$ cat config.mk
export PLATFORM = sky130hd
export DESIGN_NAME = dmem_access_ctrl_flat
export DESIGN_NICKNAME = d
export VERILOG_FILES = /design/src/rtl/dmem_access_ctrl_if.sv /design/src/rtl/dmem_access_ctrl.sv /design/src/flat_wrapper.sv
export SDC_FILE = /design/constraint.sdc
export NUM_CORES = 1
export LEC_CHECK = 0
export CAP_MARGIN = 20
export CORE_MARGIN = 2
export CORE_UTILIZATION = 48
export DETAILED_ROUTE_END_ITERATION = 12
export GPL_TIMING_DRIVEN = 0
export HOLD_SLACK_MARGIN = 0.06
export PLACE_DENSITY = 0.84
export SYNTH_ARGS = -nofsm -noshare
export SYNTH_HDL_FRONTEND = slang
export SYNTH_SLANG_ARGS = --single-unit
$ cat constraint.sdc
create_clock -name clk -period 2.69 [get_ports clk]
set_input_delay 0.269 -clock clk [delete_from_list [all_inputs] [get_ports clk]]
set_output_delay 0.269 -clock clk [all_outputs]
set_load 0.02 [all_outputs]
$ cat src/rtl/dmem_access_ctrl_if.sv
// Bundles the CPU request/response handshake and the data-memory port of dmem_access_ctrl.
// slave = controller view, master = CPU plus memory environment view.
interface dmem_access_ctrl_if;
  logic        req_valid;
  logic        req_ready;
  logic        req_we;
  logic [1:0]  req_size;
  logic        req_signed;
  logic [31:0] req_addr;
  logic [31:0] req_wdata;
  logic        rsp_valid;
  logic [31:0] rsp_rdata;
  logic        rsp_err;
  logic [31:0] mem_addr;
  logic [31:0] mem_din;
  logic        mem_w;
  logic        mem_r;
  logic [31:0] mem_dout;

  modport slave (
    input  req_valid, req_we, req_size, req_signed, req_addr, req_wdata, mem_dout,
    output req_ready, rsp_valid, rsp_rdata, rsp_err, mem_addr, mem_din, mem_w, mem_r
  );

  modport master (
    output req_valid, req_we, req_size, req_signed, req_addr, req_wdata, mem_dout,
    input  req_ready, rsp_valid, rsp_rdata, rsp_err, mem_addr, mem_din, mem_w, mem_r
  );
endinterface

$ cat src/rtl/dmem_access_ctrl.sv
// Data-memory access controller: byte/half/word loads and stores onto a word-indexed memory,
// read-modify-write for sub-word stores. Optional macro DMEM_BOUNDS_CHK_EN adds an address range check.
module dmem_access_ctrl #(
  parameter int MEM_IDX_W = 7
) (
  input logic               clk,
  input logic               rst_n,
  dmem_access_ctrl_if.slave bus
);

  typedef enum logic [2:0] {
    S_IDLE = 3'd0,
    S_RD   = 3'd1,
    S_CAP  = 3'd2,
    S_WR   = 3'd3,
    S_DONE = 3'd4
  } state_t;

  state_t      state_q, state_d;
  logic        we_q, we_d;
  logic [1:0]  size_q, size_d;
  logic        signed_q, signed_d;
  logic [1:0]  lane_q, lane_d;
  logic [31:0] wdata_q, wdata_d;
  logic        rsp_valid_q, rsp_valid_d;
  logic        rsp_err_q, rsp_err_d;
  logic [31:0] rsp_rdata_q, rsp_rdata_d;
  logic [31:0] mem_addr_q, mem_addr_d;
  logic [31:0] mem_din_q, mem_din_d;
  logic        mem_w_q, mem_w_d;
  logic        mem_r_q, mem_r_d;
  logic        bad_s;

  function automatic logic req_bad(input logic [1:0] size, input logic [1:0] low);
    logic b;
    case (size)
      2'd0:    b = 1'b0;
      2'd1:    b = low[0];
      2'd2:    b = (low != 2'd0);
      default: b = 1'b1;
    endcase
    return b;
  endfunction

  function automatic logic [31:0] load_extract(input logic [1:0] size, input logic sgn,
                                               input logic [1:0] lane, input logic [31:0] word);
    logic [7:0]  b;
    logic [15:0] h;
    logic [31:0] r;
    case (lane)
      2'd0:    b = word[7:0];
      2'd1:    b = word[15:8];
      2'd2:    b = word[23:16];
      default: b = word[31:24];
    endcase
    h = lane[1] ? word[31:16] : word[15:0];
    case (size)
      2'd0:    r = {{24{sgn & b[7]}}, b};
      2'd1:    r = {{16{sgn & h[15]}}, h};
      default: r = word;
    endcase
    return r;
  endfunction

  function automatic logic [31:0] store_merge(input logic [1:0] size, input logic [1:0] lane,
                                              input logic [31:0] word, input logic [31:0] wd);
    logic [31:0] r;
    r = word;
    case (size)
      2'd0: begin
        case (lane)
          2'd0:    r[7:0]   = wd[7:0];
          2'd1:    r[15:8]  = wd[7:0];
          2'd2:    r[23:16] = wd[7:0];
          default: r[31:24] = wd[7:0];
        endcase
      end
      2'd1: begin
        if (lane[1]) r[31:16] = wd[15:0];
        else         r[15:0]  = wd[15:0];
      end
      default: r = wd;
    endcase
    return r;
  endfunction

  // Request legality: alignment/size, plus the optional upper-address range check.
  always_comb begin
`ifdef DMEM_BOUNDS_CHK_EN
    bad_s = req_bad(bus.req_size, bus.req_addr[1:0]) |
            ((bus.req_addr >> (MEM_IDX_W + 2)) != 32'd0);
`else
    bad_s = req_bad(bus.req_size, bus.req_addr[1:0]);
`endif
  end

  // Next-state and next-output decode; strobes and rsp_valid default low so each lasts one cycle.
  always_comb begin
    state_d     = state_q;
    we_d        = we_q;
    size_d      = size_q;
    signed_d    = signed_q;
    lane_d      = lane_q;
    wdata_d     = wdata_q;
    rsp_valid_d = 1'b0;
    rsp_err_d   = rsp_err_q;
    rsp_rdata_d = rsp_rdata_q;
    mem_addr_d  = mem_addr_q;
    mem_din_d   = mem_din_q;
    mem_w_d     = 1'b0;
    mem_r_d     = 1'b0;
    case (state_q)
      S_IDLE: begin
        if (bus.req_valid) begin
          we_d     = bus.req_we;
          size_d   = bus.req_size;
          signed_d = bus.req_signed;
          lane_d   = bus.req_addr[1:0];
          wdata_d  = bus.req_wdata;
          if (bad_s) begin
            state_d     = S_DONE;
            rsp_valid_d = 1'b1;
            rsp_err_d   = 1'b1;
            rsp_rdata_d = 32'd0;
          end else if (bus.req_we && (bus.req_size == 2'd2)) begin
            state_d    = S_WR;
            mem_addr_d = {2'b00, bus.req_addr[31:2]};
            mem_din_d  = bus.req_wdata;
            mem_w_d    = 1'b1;
          end else begin
            state_d    = S_RD;
            mem_addr_d = {2'b00, bus.req_addr[31:2]};
            mem_r_d    = 1'b1;
          end
        end else begin
          state_d = S_IDLE;
        end
      end
      S_RD:   state_d = S_CAP;
      S_CAP: begin
        // mem_dout now holds the word read in S_RD
        if (we_q) begin
          state_d   = S_WR;
          mem_din_d = store_merge(size_q, lane_q, bus.mem_dout, wdata_q);
          mem_w_d   = 1'b1;
        end else begin
          state_d     = S_DONE;
          rsp_valid_d = 1'b1;
          rsp_err_d   = 1'b0;
          rsp_rdata_d = load_extract(size_q, signed_q, lane_q, bus.mem_dout);
        end
      end
      S_WR: begin
        state_d     = S_DONE;
        rsp_valid_d = 1'b1;
        rsp_err_d   = 1'b0;
        rsp_rdata_d = 32'd0;
      end
      S_DONE:  state_d = S_IDLE;
      default: state_d = S_IDLE;
    endcase
  end

  // State and registered outputs; reset abandons any access in flight.
  always_ff @(posedge clk or negedge rst_n) begin
    if (!rst_n) begin
      state_q     <= S_IDLE;
      we_q        <= 1'b0;
      size_q      <= 2'd0;
      signed_q    <= 1'b0;
      lane_q      <= 2'd0;
      wdata_q     <= 32'd0;
      rsp_valid_q <= 1'b0;
      rsp_err_q   <= 1'b0;
      rsp_rdata_q <= 32'd0;
      mem_addr_q  <= 32'd0;
      mem_din_q   <= 32'd0;
      mem_w_q     <= 1'b0;
      mem_r_q     <= 1'b0;
    end else begin
      state_q     <= state_d;
      we_q        <= we_d;
      size_q      <= size_d;
      signed_q    <= signed_d;
      lane_q      <= lane_d;
      wdata_q     <= wdata_d;
      rsp_valid_q <= rsp_valid_d;
      rsp_err_q   <= rsp_err_d;
      rsp_rdata_q <= rsp_rdata_d;
      mem_addr_q  <= mem_addr_d;
      mem_din_q   <= mem_din_d;
      mem_w_q     <= mem_w_d;
      mem_r_q     <= mem_r_d;
    end
  end

  assign bus.req_ready = (state_q == S_IDLE);
  assign bus.rsp_valid = rsp_valid_q;
  assign bus.rsp_err   = rsp_err_q;
  assign bus.rsp_rdata = rsp_rdata_q;
  assign bus.mem_addr  = mem_addr_q;
  assign bus.mem_din   = mem_din_q;
  assign bus.mem_w     = mem_w_q;
  assign bus.mem_r     = mem_r_q;

endmodule
$ cat src/flat_wrapper.sv
// flat-port wrapper written by rule: the top's interface ports become plain ports
module dmem_access_ctrl_flat 
#(
  parameter int MEM_IDX_W = 7
)
  (clk, rst_n, bus_req_valid, bus_req_we, bus_req_size, bus_req_signed, bus_req_addr, bus_req_wdata, bus_mem_dout, bus_req_ready, bus_rsp_valid, bus_rsp_rdata, bus_rsp_err, bus_mem_addr, bus_mem_din, bus_mem_w, bus_mem_r);
  dmem_access_ctrl_if bus_i ();
  input logic clk;
  input logic rst_n;
  input wire logic [$bits(bus_i.req_valid)-1:0] bus_req_valid;
  input wire logic [$bits(bus_i.req_we)-1:0] bus_req_we;
  input wire logic [$bits(bus_i.req_size)-1:0] bus_req_size;
  input wire logic [$bits(bus_i.req_signed)-1:0] bus_req_signed;
  input wire logic [$bits(bus_i.req_addr)-1:0] bus_req_addr;
  input wire logic [$bits(bus_i.req_wdata)-1:0] bus_req_wdata;
  input wire logic [$bits(bus_i.mem_dout)-1:0] bus_mem_dout;
  output wire logic [$bits(bus_i.req_ready)-1:0] bus_req_ready;
  output wire logic [$bits(bus_i.rsp_valid)-1:0] bus_rsp_valid;
  output wire logic [$bits(bus_i.rsp_rdata)-1:0] bus_rsp_rdata;
  output wire logic [$bits(bus_i.rsp_err)-1:0] bus_rsp_err;
  output wire logic [$bits(bus_i.mem_addr)-1:0] bus_mem_addr;
  output wire logic [$bits(bus_i.mem_din)-1:0] bus_mem_din;
  output wire logic [$bits(bus_i.mem_w)-1:0] bus_mem_w;
  output wire logic [$bits(bus_i.mem_r)-1:0] bus_mem_r;
  assign bus_i.req_valid = bus_req_valid;
  assign bus_i.req_we = bus_req_we;
  assign bus_i.req_size = bus_req_size;
  assign bus_i.req_signed = bus_req_signed;
  assign bus_i.req_addr = bus_req_addr;
  assign bus_i.req_wdata = bus_req_wdata;
  assign bus_i.mem_dout = bus_mem_dout;
  assign bus_req_ready = bus_i.req_ready;
  assign bus_rsp_valid = bus_i.rsp_valid;
  assign bus_rsp_rdata = bus_i.rsp_rdata;
  assign bus_rsp_err = bus_i.rsp_err;
  assign bus_mem_addr = bus_i.mem_addr;
  assign bus_mem_din = bus_i.mem_din;
  assign bus_mem_w = bus_i.mem_w;
  assign bus_mem_r = bus_i.mem_r;
  dmem_access_ctrl #(.MEM_IDX_W(MEM_IDX_W)) u_core (.clk(clk), .rst_n(rst_n), .bus(bus_i));
endmodule
* Word-level counts from Yosys, hierarchy flattened *
Cells that the tools add are included.

operators by class
  $lt $le $gt $ge = 0
  add/subtract/negate cells = 0
  equal/unequal tests = 14
  shifts and indexed selects = 0
  reduce and logical (&&, ||, !) cells = 13
  multiply operators = 0
  bitwise gates (word level) = 3
  muxes and demuxes = 44
  div/mod/pow operators = 0

operators by type and width
  cell                count
  $mux 32             7
  $pmux 32 s2         3
  $pmux 32 s3         1
  $mux 16             3
  $mux 8              6
  $pmux 8 s3          1
  $mux 1              14
  $pmux 3 s4          1
  $mux 3              3
  $pmux 1 s3          3
  $eq 2x1->1 const B  3
  $eq 3x2->1 const B  2
  $logic_not 2->1     3
  $ne 2x1->1 const B  3
  $ne 2x2->1 const B  3
  $reduce_and 5->1    1
  $eq 2x2->1 const B  2
  $reduce_and 4->1    1
  $reduce_bool 2->1   2
  $eq 3x1->1 const B  1
  $logic_not 3->1     1
  $reduce_and 3->1    1
  $reduce_bool 3->1   1
  $reduce_or 3->1     1
  other kinds (6)     7

storage, ports and cells
  output and inout bits = 101
  register bits = 139
  memories kept = 0
  latch bits = 0
  bits in writable memories = 0
  bits of input ports = 103
  word-level logic and storage cells = 87
  ROM bits = 0

* Longest topological paths before layout *
  depth in word-level cells = 8
  mapped depth = 8
  mapped depth without buffers = 5

* Least setup slack after synthesis *
No wires, ideal clock.

  path type = register to register
  start = reg u_core.state_q[0]
  end = reg u_core.mem_din_q[30], in the netlist u_core.bus.mem_din[30]
  clock period less this slack = 1.991 ns
  slack = 0.699 ns
  path buffers = 3
  cell stages (with the launch flop) = 9
  library setup time = 0.127 ns
  arrival = 1.864 ns
  data required time = 2.563 ns
  cells stage by stage = dfrtp_1 -> buf_4 -> nor4b_4 -> and4_1 -> buf_4 -> nor2_4 -> inv_4 -> buf_4 -> mux2_1

between the ends
  word-level cells in the longest chain between the ends = 3
  elaborated cells on any way between the ends = 9
  classes of those cells = eq/ne (5); mux (1); reduce/logical (3)

RTL lines
  what                                                       line                     RTL
  from (decl)                                                dmem_access_ctrl.sv:19   state_t state_q, state_d;
  from (signal assigned)                                     dmem_access_ctrl.sv:181  state_q <= state_d;
  $eq 3x2->1 / $logic_not 3->1 (equally long branches)       dmem_access_ctrl.sv:112  case (state_q)
  $ne 2x1->1 (no source line), or another cell as far along  -
  $reduce_and 5->1 (no source line)                          -
  to (signal assigned)                                       dmem_access_ctrl.sv:191  mem_din_q <= mem_din_d;
  to (decl)                                                  dmem_access_ctrl.sv:29   logic [31:0] mem_din_q, mem_din_d;

Parallel ways exist; a longest one is shown, timed or not.
A chain may end at the register's enable or synchronous reset.

* Worst setup path in the final report *
  start = reg u_core.state_q[1]
  end = reg u_core.mem_din_q[30], in the netlist u_core.bus.mem_din[30]

The elaborated chain is that of the path after synthesis.

==> qor.yml <==
outcome:
  outcome: "complete, no violations"
synth:
  synth_edf_count: 0
  ys.flop_type: "dfrtp_1"
  synthDistinctLibCells: 46
  ys_warn_count: 0
  ys_seq_area_share_pct: 49.9
  async_reset_ff_share_pct: 100
  syn_avg_cell_area_um2: 10.3
  syn_inst: 677
  mappedNetlistArea_um2: 6970
  synth-seq-cells: 139
worst_setup_path:
  start_kind: "flip-flop"
  path_buf_inv: 4
  crit_path_start: "u_core.state_q[1]$_DFF_PN0_"
  worst_path_largest_cell_delay_ps: 580
  cp_max_fo: 10
  path_cells: "buf_2 > nor3b_2 > and2_1 > buf_2 > nor2_4 > inv_4 > buf_4 > mux2_1"
  crit_required_ps: 3000
  arrival_ps: 2830
  crit_path_frequent_cell: "buf_2"
  r2r-start: "u_core.state_q[1]$_DFF_PN0_"
  path_delay_family: "simple AND/OR/NAND/NOR gates"
  endpoint_kind: "flip-flop"
  setup.worst_path.class: "reg2reg"
  slowest_stage: "nor3b_2"
placement:
  hpwlAfterDp_um: 16700
  placedInstanceArea_um2: 9250
  gp_congestion: 0.990
  io_buffers: 201
final_layout:
  final_cell_area_um2: 9880
  n_fill_cell: 1081
  multi_input_area_um2: 3200
  num_antenna_cells: 0
  regArea_um2: 3480
  nets: 1003
  area_growth_pct: 41.6
  drive_above_1_share_pct: 12.4
grt:
  overflow: 0
  antenna_found_initial: 0
  grt_pass1_wl_um: 35500
  grt_max_degree: 84
  first_global_vias: 6450
  grtUsageTotal_pct: 29.2
cts:
  numCtsBuffers: 17
  max-clock-path-buffers: 2
  cts_hold_buf: 1
  clkSlewWorstSetupHoldPaths_ps: 60
  postCtsSetupRepairBufs: 0
  root_buffer: "clkbuf_16"
  cts_sinks: 139
  cts_tree: "yes"
  clock_latency_ps: 430
  cts_resized: 0
  htreeDepth: 4
sta:
  min_period_ps: 2520
  final.setup.tns_ps: 0
  fmax_mhz: 397
  rsz0062_at_grt: "no"
  min_period_over_period_pct: 93.6
  worstMarginPinSlew_ps: 716
  fin_skew_ps: 4.60
  finalSetupViolCount: 0
  slew_headroom_pct: 52.0
  hold_viol: 0
  drv_slew: 0
job:
  maxCapViolations: 0
routing:
  drc: 0
  wl_per_cell_um: 20.5
  drt-vias-per-instance: 5.92
  firstDrtPassIters: 7
  drt_iter0_drc: 586
  postRouteAntennaNets: 0
  dr_total_vias: 6492
  wl_um: 22500
pwr:
  p_per_area_nw_per_um2: 1250
  irDropWorstVdd_mv: 0.687
  power_leakage_nw: 4.45
die:
  die_w_um: 125
  initial_utilization_pct: 48.5
  die_h_um: 125
  pin_count: 204
  coreArea_um2: 14400
  dieArea_um2: 15500
  rows: 44
min_path:
  hold_class: "in2async"
==> cell usage after synthesis, types with 9 or more instances <==
library cell / n / area share, %
a21o_1: 9 / 0.97
a21oi_1: 27 / 1.9
a221o_1: 25 / 3.6
and3_1: 25 / 2.2
buf_2: 12 / 0.86
clkbuf_1: 34 / 1.8
dfrtp_1: 139 / 50
mux2_2: 52 / 8.4
mux2i_1: 23 / 3.3
nand2_1: 133 / 7.2
nand3_1: 19 / 1.4
nor2_1: 11 / 0.59
nor2b_1: 11 / 0.99
nor3_1: 11 / 0.79
o21ai_0: 18 / 1.3
o22ai_1: 9 / 0.81
o2bb2ai_1: 16 / 2.0
==> final cells by class <==
class	count	share of cell area (%)
buffer	61	2.81
clock buffer	19	4.59
clock inverter	13	1.67
inverter	6	0.253
multi-input combinational	472	32.4
sequential	139	35.2
tap	184	2.33
timing repair buffer	203	20.8
==> cell families after synthesis <==
group	synth area share (%)
AOI/OAI and AO/OA	17.6
buffers and inverters	4.34
DFF	49.9
muxes	12.2
other	0.0538
and+or+nand+nor	15.9
==> placed cells by master (no fill, tap or decap), types with 16 or more instances in the layout <==
cell,n
clkdlybuf4s50_1,200
a21oi_1,27
mux2_2,52
mux2i_1,23
nand3_1,19
a221o_1,25
nand2_1,133
o2bb2ai_1,16
clkbuf_1,34
o21ai_0,18
clkbuf_16,17
and3_1,25
dfrtp_1,139
==> through the flow <==
| stage | total power, mW | std cells | utilization (%) | setup slack (ps) | hold slack [ps] |
|---|---|---|---|---|---|
| 3_3_place_gp | 9.64 | 1063 | 64.2 | -4130 | 449 |
| 4_1_cts | 12.3 | 1097 | 68.7 | 226 | 392 |
| 6_report | 12.3 | 1097 | 68.7 | 173 | 366 |
| 5_1_grt | 13.0 | 1097 | 68.7 | 91.1 | 407 |
| 3_5_place_dp | 9.77 | 1064 | 64.4 | 67.8 | 267 |
| 2_1_floorplan | 7.19 | 678 | - | 699 | -26.6 |
==> routing by layer <==
metal  vias up  share of wire, %  track usage, %
met5         -                 0               0
li1       2921                 -               -
met1      3121                41            39.4
met2       382                45            43.7
met4         0               3.9            13.1
met3        68               9.8            8.76
==> where the power goes <==
part	switching [mW]	internal (mW)	total [mW]	leakage, nW
combinational	3.35	2.75	6.09	2.41
clock	0.936	1.51	2.45	0.292
sequential	0.706	3.06	3.77	1.74
==> state kept, by name (all words and copies together), names as in the netlist <==
signal	flops
u_core.bus.mem_addr	30
u_core.bus.mem_din	32
u_core.bus.mem_r	1
u_core.bus.mem_w	1
u_core.bus.rsp_err	1
u_core.bus.rsp_rdata	32
u_core.bus.rsp_valid	1
u_core.lane_q	2
u_core.signed_q	1
u_core.size_q	2
u_core.state_q	3
u_core.wdata_q	32
u_core.we_q	1
==> worst paths after layout <==
path	to	slack, ps	cells past startpoint
setup / recovery	u_core.bus.mem_din[30]$_DFFE_PN0P_	170	8
hold / removal	u_core.bus.rsp_rdata[27]$_DFFE_PN0P_	370	2
setup reg to reg	u_core.bus.mem_din[30]$_DFFE_PN0P_	170	8
hold reg to reg	u_core.wdata_q[30]$_DFFE_PN0P_	480	2
max in group asynchronous	u_core.bus.mem_din[0]$_DFFE_PN0P_	1550	3
min in group clk	u_core.wdata_q[0]$_DFFE_PN0P_	400	3
No activity file was read; power rests on OpenSTA's default activity.
